`config.mk`:
```
export PLATFORM = sky130hd
export DESIGN_NAME = secded_err_monitor_flat
export DESIGN_NICKNAME = d
export VERILOG_FILES = /design/src/rtl/secded_err_monitor_if.sv /design/src/rtl/secded_err_monitor.sv /design/src/flat_wrapper.sv
export SDC_FILE = /design/constraint.sdc
export NUM_CORES = 1
export LEC_CHECK = 0
export ABC_AREA = 1
export CAP_MARGIN = 30
export CORE_ASPECT_RATIO = 0.8
export CORE_MARGIN = 10
export CORE_UTILIZATION = 40
export CTS_CLUSTER_SIZE = 25
export DETAILED_ROUTE_END_ITERATION = 6
export PLACE_DENSITY = 0.67
export SYNTH_ARGS = -nofsm -noshare
export SYNTH_HDL_FRONTEND = slang
export SYNTH_SLANG_ARGS = --single-unit
```
`constraint.sdc`:
```
create_clock -name i_clk -period 4.9 [get_ports i_clk]
set_input_delay 0.735 -clock i_clk [delete_from_list [all_inputs] [get_ports i_clk]]
set_output_delay 0.735 -clock i_clk [all_outputs]
set_load 0.03 [all_outputs]
```
`src/rtl/secded_err_monitor_if.sv`:
```
// Handshake bundle between the SECDED decoder, the error monitor and the word consumer.
// The slave side is the monitor itself; the master side drives decoded words and consumes the FIFO head.
interface secded_err_monitor_if;
  logic       i_valid;
  logic       o_ready;
  logic [3:0] i_data;
  logic       i_1bit_error;
  logic       i_2bit_error;
  logic       i_parity_error;
  logic       o_valid;
  logic       i_ready;
  logic [3:0] o_data;
  logic [1:0] o_err;

  modport slave (
    input  i_valid, i_data, i_1bit_error, i_2bit_error, i_parity_error, i_ready,
    output o_ready, o_valid, o_data, o_err
  );

  modport master (
    output i_valid, i_data, i_1bit_error, i_2bit_error, i_parity_error, i_ready,
    input  o_ready, o_valid, o_data, o_err
  );
endinterface

```
`src/rtl/secded_err_monitor.sv`:
```
// Classifies decoded Hamming(7,4) words, buffers them in a FWFT FIFO, and keeps
// saturating error statistics plus an OK/DEGRADED/FAILED link-health state.
module secded_err_monitor #(
  parameter int DEPTH     = 4,
  parameter int CNT_W     = 8,
  parameter int CLEAN_RUN = 8
) (
  input  logic                 i_clk,
  input  logic                 i_rst_n,
  input  logic                 i_clr,
  secded_err_monitor_if.slave  bus,
  output logic [CNT_W-1:0]     o_cnt_total,
  output logic [CNT_W-1:0]     o_cnt_corr,
  output logic [CNT_W-1:0]     o_cnt_uncorr,
  output logic [1:0]           o_status
);

  localparam int AW = $clog2(DEPTH);
  localparam logic [7:0] RUN_LAST = 8'(CLEAN_RUN - 1);

  typedef enum logic [1:0] {
    ST_OK       = 2'b00,
    ST_DEGRADED = 2'b01,
    ST_FAILED   = 2'b10
  } health_e;

  // A lone parity flag means only the overall parity bit flipped, so the data is intact.
  function automatic logic [1:0] classify(input logic e1, input logic e2, input logic par);
    if (e2) begin
      return 2'b10;
    end else if (e1 || par) begin
      return 2'b01;
    end else begin
      return 2'b00;
    end
  endfunction

  function automatic logic [CNT_W-1:0] sat_inc(input logic [CNT_W-1:0] v);
    if (v == {CNT_W{1'b1}}) begin
      return v;
    end else begin
      return v + {{(CNT_W-1){1'b0}}, 1'b1};
    end
  endfunction

  logic [5:0]    r_mem [DEPTH];
  logic [AW:0]   r_wptr;
  logic [AW:0]   r_rptr;
  logic [5:0]    w_head;
  logic          w_full;
  logic          w_empty;
  logic          w_push;
  logic          w_pop;
  logic [1:0]    w_class;
  health_e       r_state;
  health_e       w_state_nx;
  logic [7:0]    r_run;
  logic [7:0]    w_run_nx;

  // Extra pointer MSB separates full from empty when the index bits match.
  assign w_empty = (r_wptr == r_rptr);
  assign w_full  = (r_wptr[AW] != r_rptr[AW]) && (r_wptr[AW-1:0] == r_rptr[AW-1:0]);
  assign w_push  = bus.i_valid && bus.o_ready;
  assign w_pop   = !w_empty && bus.i_ready;
  assign w_class = classify(bus.i_1bit_error, bus.i_2bit_error, bus.i_parity_error);
  assign w_head  = r_mem[r_rptr[AW-1:0]];

  assign bus.o_ready = !w_full && i_rst_n;
  assign bus.o_valid = !w_empty;
  assign bus.o_data  = w_empty ? 4'd0 : w_head[3:0];
  assign bus.o_err   = w_empty ? 2'b00 : w_head[5:4];
  assign o_status    = r_state;

  // FIFO storage; contents are don't-care while the pointers say empty.
  always_ff @(posedge i_clk) begin
    if (w_push) begin
      r_mem[r_wptr[AW-1:0]] <= {w_class, bus.i_data};
    end
  end

  // FIFO pointers, wrapping naturally modulo 2*DEPTH.
  always_ff @(posedge i_clk) begin
    if (!i_rst_n) begin
      r_wptr <= '0;
      r_rptr <= '0;
    end else begin
      if (w_push) begin
        r_wptr <= r_wptr + {{AW{1'b0}}, 1'b1};
      end
      if (w_pop) begin
        r_rptr <= r_rptr + {{AW{1'b0}}, 1'b1};
      end
    end
  end

  // Saturating statistics; a coincident clear wins over counting the word.
  always_ff @(posedge i_clk) begin
    if (!i_rst_n || i_clr) begin
      o_cnt_total  <= '0;
      o_cnt_corr   <= '0;
      o_cnt_uncorr <= '0;
    end else if (w_push) begin
      o_cnt_total <= sat_inc(o_cnt_total);
      if (w_class == 2'b01) begin
        o_cnt_corr <= sat_inc(o_cnt_corr);
      end
      if (w_class == 2'b10) begin
        o_cnt_uncorr <= sat_inc(o_cnt_uncorr);
      end
    end
  end

  // Health state register and clean-run counter.
  always_ff @(posedge i_clk) begin
    if (!i_rst_n) begin
      r_state <= ST_OK;
      r_run   <= 8'd0;
    end else begin
      r_state <= w_state_nx;
      r_run   <= w_run_nx;
    end
  end

  // Health next-state; only accepted words move it, FAILED is left only by clear/reset.
  always_comb begin
    w_state_nx = r_state;
    w_run_nx   = r_run;
    if (i_clr) begin
      w_state_nx = ST_OK;
      w_run_nx   = 8'd0;
    end else if (w_push) begin
      case (r_state)
        ST_OK: begin
          if (w_class == 2'b10) begin
            w_state_nx = ST_FAILED;
          end else if (w_class == 2'b01) begin
            w_state_nx = ST_DEGRADED;
            w_run_nx   = 8'd0;
          end else begin
            w_state_nx = ST_OK;
          end
        end
        ST_DEGRADED: begin
          if (w_class == 2'b10) begin
            w_state_nx = ST_FAILED;
          end else if (w_class == 2'b01) begin
            w_run_nx = 8'd0;
          end else if (r_run == RUN_LAST) begin
            w_state_nx = ST_OK;
            w_run_nx   = 8'd0;
          end else begin
            w_run_nx = r_run + 8'd1;
          end
        end
        ST_FAILED: begin
          w_state_nx = ST_FAILED;
        end
        default: begin
          w_state_nx = ST_FAILED;
          w_run_nx   = 8'd0;
        end
      endcase
    end else begin
      w_state_nx = r_state;
    end
  end

endmodule

```
`src/flat_wrapper.sv`:
```
// flat-port wrapper written by rule: the top's interface ports become plain ports
module secded_err_monitor_flat 
#(
  parameter int DEPTH     = 4,
  parameter int CNT_W     = 8,
  parameter int CLEAN_RUN = 8
)
  (i_clk, i_rst_n, i_clr, o_cnt_total, o_cnt_corr, o_cnt_uncorr, o_status, bus_i_valid, bus_i_data, bus_i_1bit_error, bus_i_2bit_error, bus_i_parity_error, bus_i_ready, bus_o_ready, bus_o_valid, bus_o_data, bus_o_err);
  secded_err_monitor_if bus_i ();
  input  logic i_clk;
  input  logic i_rst_n;
  input  logic i_clr;
  output logic [CNT_W-1:0] o_cnt_total;
  output logic [CNT_W-1:0] o_cnt_corr;
  output logic [CNT_W-1:0] o_cnt_uncorr;
  output logic [1:0] o_status;
  input wire logic [$bits(bus_i.i_valid)-1:0] bus_i_valid;
  input wire logic [$bits(bus_i.i_data)-1:0] bus_i_data;
  input wire logic [$bits(bus_i.i_1bit_error)-1:0] bus_i_1bit_error;
  input wire logic [$bits(bus_i.i_2bit_error)-1:0] bus_i_2bit_error;
  input wire logic [$bits(bus_i.i_parity_error)-1:0] bus_i_parity_error;
  input wire logic [$bits(bus_i.i_ready)-1:0] bus_i_ready;
  output wire logic [$bits(bus_i.o_ready)-1:0] bus_o_ready;
  output wire logic [$bits(bus_i.o_valid)-1:0] bus_o_valid;
  output wire logic [$bits(bus_i.o_data)-1:0] bus_o_data;
  output wire logic [$bits(bus_i.o_err)-1:0] bus_o_err;
  assign bus_i.i_valid = bus_i_valid;
  assign bus_i.i_data = bus_i_data;
  assign bus_i.i_1bit_error = bus_i_1bit_error;
  assign bus_i.i_2bit_error = bus_i_2bit_error;
  assign bus_i.i_parity_error = bus_i_parity_error;
  assign bus_i.i_ready = bus_i_ready;
  assign bus_o_ready = bus_i.o_ready;
  assign bus_o_valid = bus_i.o_valid;
  assign bus_o_data = bus_i.o_data;
  assign bus_o_err = bus_i.o_err;
  secded_err_monitor #(.DEPTH(DEPTH), .CNT_W(CNT_W), .CLEAN_RUN(CLEAN_RUN)) u_core (.i_clk(i_clk), .i_rst_n(i_rst_n), .i_clr(i_clr), .bus(bus_i), .o_cnt_total(o_cnt_total), .o_cnt_corr(o_cnt_corr), .o_cnt_uncorr(o_cnt_uncorr), .o_status(o_status));
endmodule
```
==> impl_results.md, run 1 <==
* Biggest area consumer among synthesized cells: dfxtp_1
* Total power at 1.23 mW
* Yosys reg bits at 66
* # fillers at 735
* Comb power frac at 0.155
* Final wirelength at 7290 µm
* Syn Area/Cell at 7.83 µm²
* 1st-iter DRT viols at 167
* Total negative slack at 0 ps
* Hold Crit Class: flop to flop
* Least-Margin Pin Slew at 754 ps
* Gpl congestion at 0.785
* Highest Clock Rate at 0.319 GHz
* Htree depth at 3
* Initial antenna violation count at 0
* DR DRC count at 0
* EDFF count, synth at 24
* Maximum vdd drop at 0.000148 V
* Yosys warns at 0
* Initial core utilization at 0.413
* Post-route ant nets at 0
* CTS Root Cell: clkbuf_8
* Netlist cell types at 26
* # IOs at 46
* Core area at 7950 µm²
* Count leader, synth: nand2_1
* Synth top area cells: dfxtp_1 26%, edfxtp_1 22%, nand2_1 13%
* Max Slew Vio Count at 0
* Die H at 101 µm
* Switching Fraction at 0.272
* NetSw at 0.336 mW
* Max-Cap Viols at 0
* Share of the synthesized area in the top cell type at 0.256
* Sequential Power Share at 0.485
* CTS clk-pin slew, worst paths at 60 ps
* Dpl hpwl at 5190 µm
* Largest net degree at the start of global routing at 27
* Drt pass-1 iters at 4
* Port Buf Inserts at 45
* Row cnt at 29
* CP required at 4160 ps
* Worst Skew at 7.73 ps
* Nets@finish at 488
* GRT Util Overall at 0.129
* CTS tree: yes
* Detailed-route vias per instance at 4.82
* Clock Path Buffers at 2
* WS Path Type: input pin to output pin
* Ant. Diodes at 0
* Synth top cells by count: 116 x nand2_1, 60 x nor2_1, 44 x inv_1, 42 x dfxtp_1, 31 x a21oi_1
* Crit path capture type: output pin
* LEAKAGE at 1.53 nW
* Period Utilization, post-route at 0.640
* Final setup fails at 0
* Crit path max fanout at 12
* Mapped Nets at 440
* PD cells at 307 nW/µm²
* Num CTS Buffers at 9
* Share of cells above drive strength 1 at 0.0593
* Vias in the first global route at 2629
* Clk Latency, worst-skew pair at 340 ps
* Post-CTS sizing at 0
* Status: complete, no violations
* Cts-stage hold buffer count at 0
* Clock share of power at 0.360
* Die X at 121 µm
* Die area at 12200 µm²
* Number of clock sinks at 66
* Ys flop type: dfxtp_1
* Util after Layout at 0.505
* WL/cell at 12.6 µm
* Global route total overflow at 0
* Post-synth ARST share at 0
* Placed Area at 3830 µm²
* Seq/Total Area, Yosys at 0.476
* Hold Fails Final Rpt at 0
* CP startpoint kind: input pin
* WHS at 506 ps
* Internal Dissipation at 0.897 mW
* First-pass GRT wire length at 12700 µm
* Tmin final at 3140 ps
* RSZ-0062 raised after global routing: no
* Area Growth Syn to Fin at 22.4%
* Rel. slew slack at 0.494
* Critical Path AT at 2400 ps
* Post-Synthesis Cell Area at 3280 µm²
* Post-synthesis cell count at 419
* Postcts setup bufs at 0
* DR vias at 2797
* Cell area after layout at 4020 µm²
## cell families (layout without fill, tap and decap cells)
group | Yosys count | in the layout | synth area share
buf+inv | 58 | 111 | 0.0690
xor+xnor | 15 | 15 | 0.0400
fa+ha+maj | 9 | 9 | 0.0343
compound gates | 57 | 57 | 0.0957
flops | 66 | 66 | 0.476
simple gates | 214 | 214 | 0.285
## final timing paths
check                                            start                endpoint  slack, ps  depth (start not counted)
worst max-delay path                           i_rst_n             bus_o_ready       1760                          4
worst min-delay path            u_core.o_cnt_uncorr[3]  u_core.o_cnt_uncorr[3]        510                          2
worst max register to register        u_core.r_wptr[0]      u_core.r_mem[3][4]       2890                          6
worst min register to register  u_core.o_cnt_uncorr[3]  u_core.o_cnt_uncorr[3]        510                          2
## sequential cells by signal (all words and copies together), names as in the netlist, named ones only
register and count:
u_core.r_run 8, u_core.r_mem 24, u_core.o_status 2, u_core.r_wptr 3
u_core.o_cnt_uncorr 8, u_core.o_cnt_corr 8, u_core.r_rptr 3, u_core.o_cnt_total 8
## routing by layer
layer  routed length [µm]  part of all wire  GRT usage
met5                    0                 0          0
met4                  123             0.017     0.0494
met3                  525             0.072     0.0532
met2                 3340              0.46      0.200
met1                 3300              0.45      0.155
## final cells by class
type,instances,area (µm²),share of cell area
Clock inverter,4,43.8,0.0109
Timing Repair Buffer,45,450,0.112
Tap cell,108,135,0.0336
Clock buffer,12,145,0.0361
Inverter,50,188,0.0467
Sequential cell,66,1560,0.389
Multi-Input combinational cell,295,1490,0.372
## worst max-delay path, stage by stage
cell,delay [ps]
clkdlybuf4s50_1,780
nand2_1,100
inv_1,100
clkdlybuf4s50_1,680
## power by group through the flow
stage,logic [mW],clock network [mW],registers (mW)
after floorplan,0.126,0,0.605
after global placement,0.189,0,0.610
after detailed placement,0.193,0,0.611
after CTS,0.194,0.457,0.598
after global routing,0.211,0.487,0.601
final,0.191,0.444,0.598
## metrics by stage
step,setup WS (ps),cells
6_report,1760,580
5_1_grt,1620,580
4_1_cts,1750,580
3_5_place_dp,1760,564
3_3_place_gp,1750,564
2_1_floorplan,2920,419
## placed cells by master (no fill, tap or decap), types with 4 or more instances in the layout
| cell | instances |
|---|---|
| dfxtp_1 | 42 |
| o21ai_1 | 4 |
| nor2_4 | 4 |
| clkdlybuf4s50_1 | 45 |
| a21oi_1 | 31 |
| ha_1 | 9 |
| clkbuf_8 | 10 |
| nand3_1 | 16 |
| nand4_1 | 8 |
| nand2_1 | 116 |
| edfxtp_1 | 24 |
| inv_1 | 44 |
| o32ai_1 | 6 |
| o21ai_0 | 15 |
| nor2_1 | 60 |
| inv_2 | 5 |
| xor2_1 | 15 |
(Power assumes the default switching activity.)
==> inputs of run 2 (changes only) <==
==> constraint.sdc (replaced) <==
create_clock -name i_clk -period 3.1 [get_ports i_clk]
set_input_delay 0.465 -clock i_clk [delete_from_list [all_inputs] [get_ports i_clk]]
set_output_delay 0.465 -clock i_clk [all_outputs]
set_load 0.03 [all_outputs]
==> impl_results.md, run 2 (same netlist as run 1, synthesis figures left out) <==
* Status: complete, no violations (unchanged)
* Metal-1 WL at 3560 µm (was 3300 µm)
* Num CTS Buffers at 9 (unchanged)
* CTS Root Cell: clkbuf_8 (unchanged)
* Total negative slack at 0 ps (unchanged)
* Vias in the first global route at 2751 (was 2629)
* Initial core utilization at 0.413 (unchanged)
* Port Buf Inserts at 45 (unchanged)
* Multi-input logic area at 1490 µm² (unchanged)
* Sequential cell area at 1560 µm² (unchanged)
* Die H at 101 µm (unchanged)
* Post-route ant nets at 0 (unchanged)
* Clk Latency, worst-skew pair at 360 ps (was 340 ps)
* Met2 wire len at 3310 µm (was 3340 µm)
* Nets@finish at 492 (was 488)
* WP buf/inv at 3 (unchanged)
* Max Slew Vio Count at 0 (unchanged)
* Final setup fails at 0 (unchanged)
* Core area at 7950 µm² (unchanged)
* Clock Path Buffers at 2 (unchanged)
* DR vias at 2795 (was 2797)
* Placed Area at 3860 µm² (was 3830 µm²)
* Critical Path AT at 2280 ps (was 2400 ps)
* LEAKAGE at 1.56 nW (was 1.53 nW)
* Commonest cells after routing, fill and taps aside: 116 x nand2_1, 60 x nor2_1, 45 x clkdlybuf4s50_1 (unchanged)
* Postcts setup bufs at 0 (unchanged)
* Initial antenna violation count at 0 (unchanged)
* DR DRC count at 0 (unchanged)
* Top Layer Used: met4 (unchanged)
* WL/cell at 12.8 µm (was 12.6 µm)
* CP startpoint kind: flop (was input pin)
* Met3 wire len at 532 µm (was 525 µm)
* CP required at 2630 ps (was 4160 ps)
* Crit path max fanout at 13 (was 12)
* Final wirelength at 7500 µm (was 7290 µm)
* Max-Cap Viols at 0 (unchanged)
* Gpl congestion at 0.853 (was 0.785)
* Tmin final at 2750 ps
* # IOs at 46 (unchanged)
* Least-Margin Pin Slew at 645 ps (was 754 ps)
* Family with the most delay on the worst path: buffers and inverters (unchanged)
* Share of cells above drive strength 1 at 0.0714 (was 0.0593)
* Ant. Diodes at 0 (unchanged)
* 1st-iter DRT viols at 205 (was 167)
* Rel. slew slack at 0.568 (was 0.494)
* Hold Crit Class: flop to flop (unchanged)
* Maximum vdd drop at 0.000221 V (was 0.000148 V)
* Flop2flop setup slack at 1090 ps (was 2890 ps)
* Post-CTS sizing at 0 (unchanged)
* Cts-stage hold buffer count at 0 (unchanged)
* Detailed-route vias per instance at 4.79 (was 4.82)
* CTS clk-pin slew, worst paths at 70 ps (was 60 ps)
* Row cnt at 29 (unchanged)
* Most common cell after layout, fill and taps aside: nand2_1 (unchanged)
* Most used cell, CP: inv_1 (was clkdlybuf4s50_1)
* Period Utilization, post-route at 0.886
* PD cells at 522 nW/µm² (was 307 nW/µm²)
* Global route total overflow at 0 (unchanged)
* Util after Layout at 0.516 (was 0.505)
* WS Path Type: flop to output pin (was input pin to output pin)
* Area Growth Syn to Fin at 24.9% (was 22.4%)
* # fillers at 739 (was 735)
* Drt pass-1 iters at 6 (was 4)
* Htree depth at 3 (unchanged)
* CTS tree: yes (unchanged)
* Cell area after layout at 4100 µm² (was 4020 µm²)
* Dpl hpwl at 5400 µm (was 5190 µm)
* Largest net degree at the start of global routing at 16 (was 27)
* Worst path max stage delay at 660 ps (was 780 ps)
* WHS at 505 ps (was 506 ps)
* Worst Skew at 11.9 ps (was 7.73 ps)
* CP max stage cell: clkdlybuf4s50_1 (unchanged)
* Die X at 121 µm (unchanged)
* Max FFs per register at 24 (unchanged)
* Hold Fails Final Rpt at 0 (unchanged)
* Die area at 12200 µm² (unchanged)
* Crit path capture type: output pin (unchanged)
* RSZ-0062 raised after global routing: no (unchanged)
* First-pass GRT wire length at 13000 µm (was 12700 µm)
* Crit-path cells: inv_1 -> nor2_1 -> o32ai_1 -> nand2_1 -> inv_1 -> clkdlybuf4s50_1 (was clkdlybuf4s50_1 -> nand2_1 -> inv_1 -> clkdlybuf4s50_1)
* Total power at 2.14 mW (was 1.23 mW)
* Highest Clock Rate at 0.364 GHz
* Number of clock sinks at 66 (unchanged)
* GRT Util Overall at 0.130 (was 0.129)
run 2: cell types whose count changed in the layout (fill, tap and decap cells not counted), moves of 2 or more:
| cell | previous run | this run |
|---|---|---|
| bufinv_16 | 1 | 3 |
| buf_4 | 0 | 4 |
| clkinv_2 | 2 | 0 |
| clkinvlp_4 | 0 | 2 |
run 2: cell type report:
| cell class | instances | area share |
|---|---|---|
| clock inverters | 6 | 0.0278 |
| well taps | 108 | 0.0330 |
| clock buffers | 10 | 0.0311 |
| flip-flops and latches | 66 | 0.381 |
| inverters | 50 | 0.0458 |
| repair buffers | 49 | 0.117 |
| multi-input cells | 295 | 0.364 |
run 2: report_power, final:
part           total (mW)  switching [mW]  internal (mW)
clock network       0.889           0.352          0.537
registers           0.945          0.0255          0.919
logic               0.305           0.191          0.114
total                2.14           0.569           1.57
run 2: worst paths after layout:
check	start	endpoint	depth (start not counted)
setup / recovery	flop	bus_o_err[1]	6
hold / removal	u_core.o_cnt_total[1]	u_core.o_cnt_total[1]	2
setup reg to reg	u_core.r_wptr[0]	u_core.r_mem[3][2]	6
hold reg to reg	u_core.o_cnt_total[1]	u_core.o_cnt_total[1]	2
run 2: per-layer routing:
layer,vias up,global-route usage
met2,68,0.201
met3,10,0.0554
li1,1463,-
met5,-,0
met1,1254,0.162
met4,0,0.0366
run 2: worst register-to-register path: cells and delay by family (launching register included):
family / cells / cell delay [ps]
buf+inv: 1 / 90
flops: 1 / 390
simple gates: 5 / 1160
run 2: stage by stage:
step	worst slack, ps	std cells
5_1_grt	158	584
6_report	353	584
2_1_floorplan	1390	419
4_1_cts	348	584
3_3_place_gp	719	568
3_5_place_dp	710	568
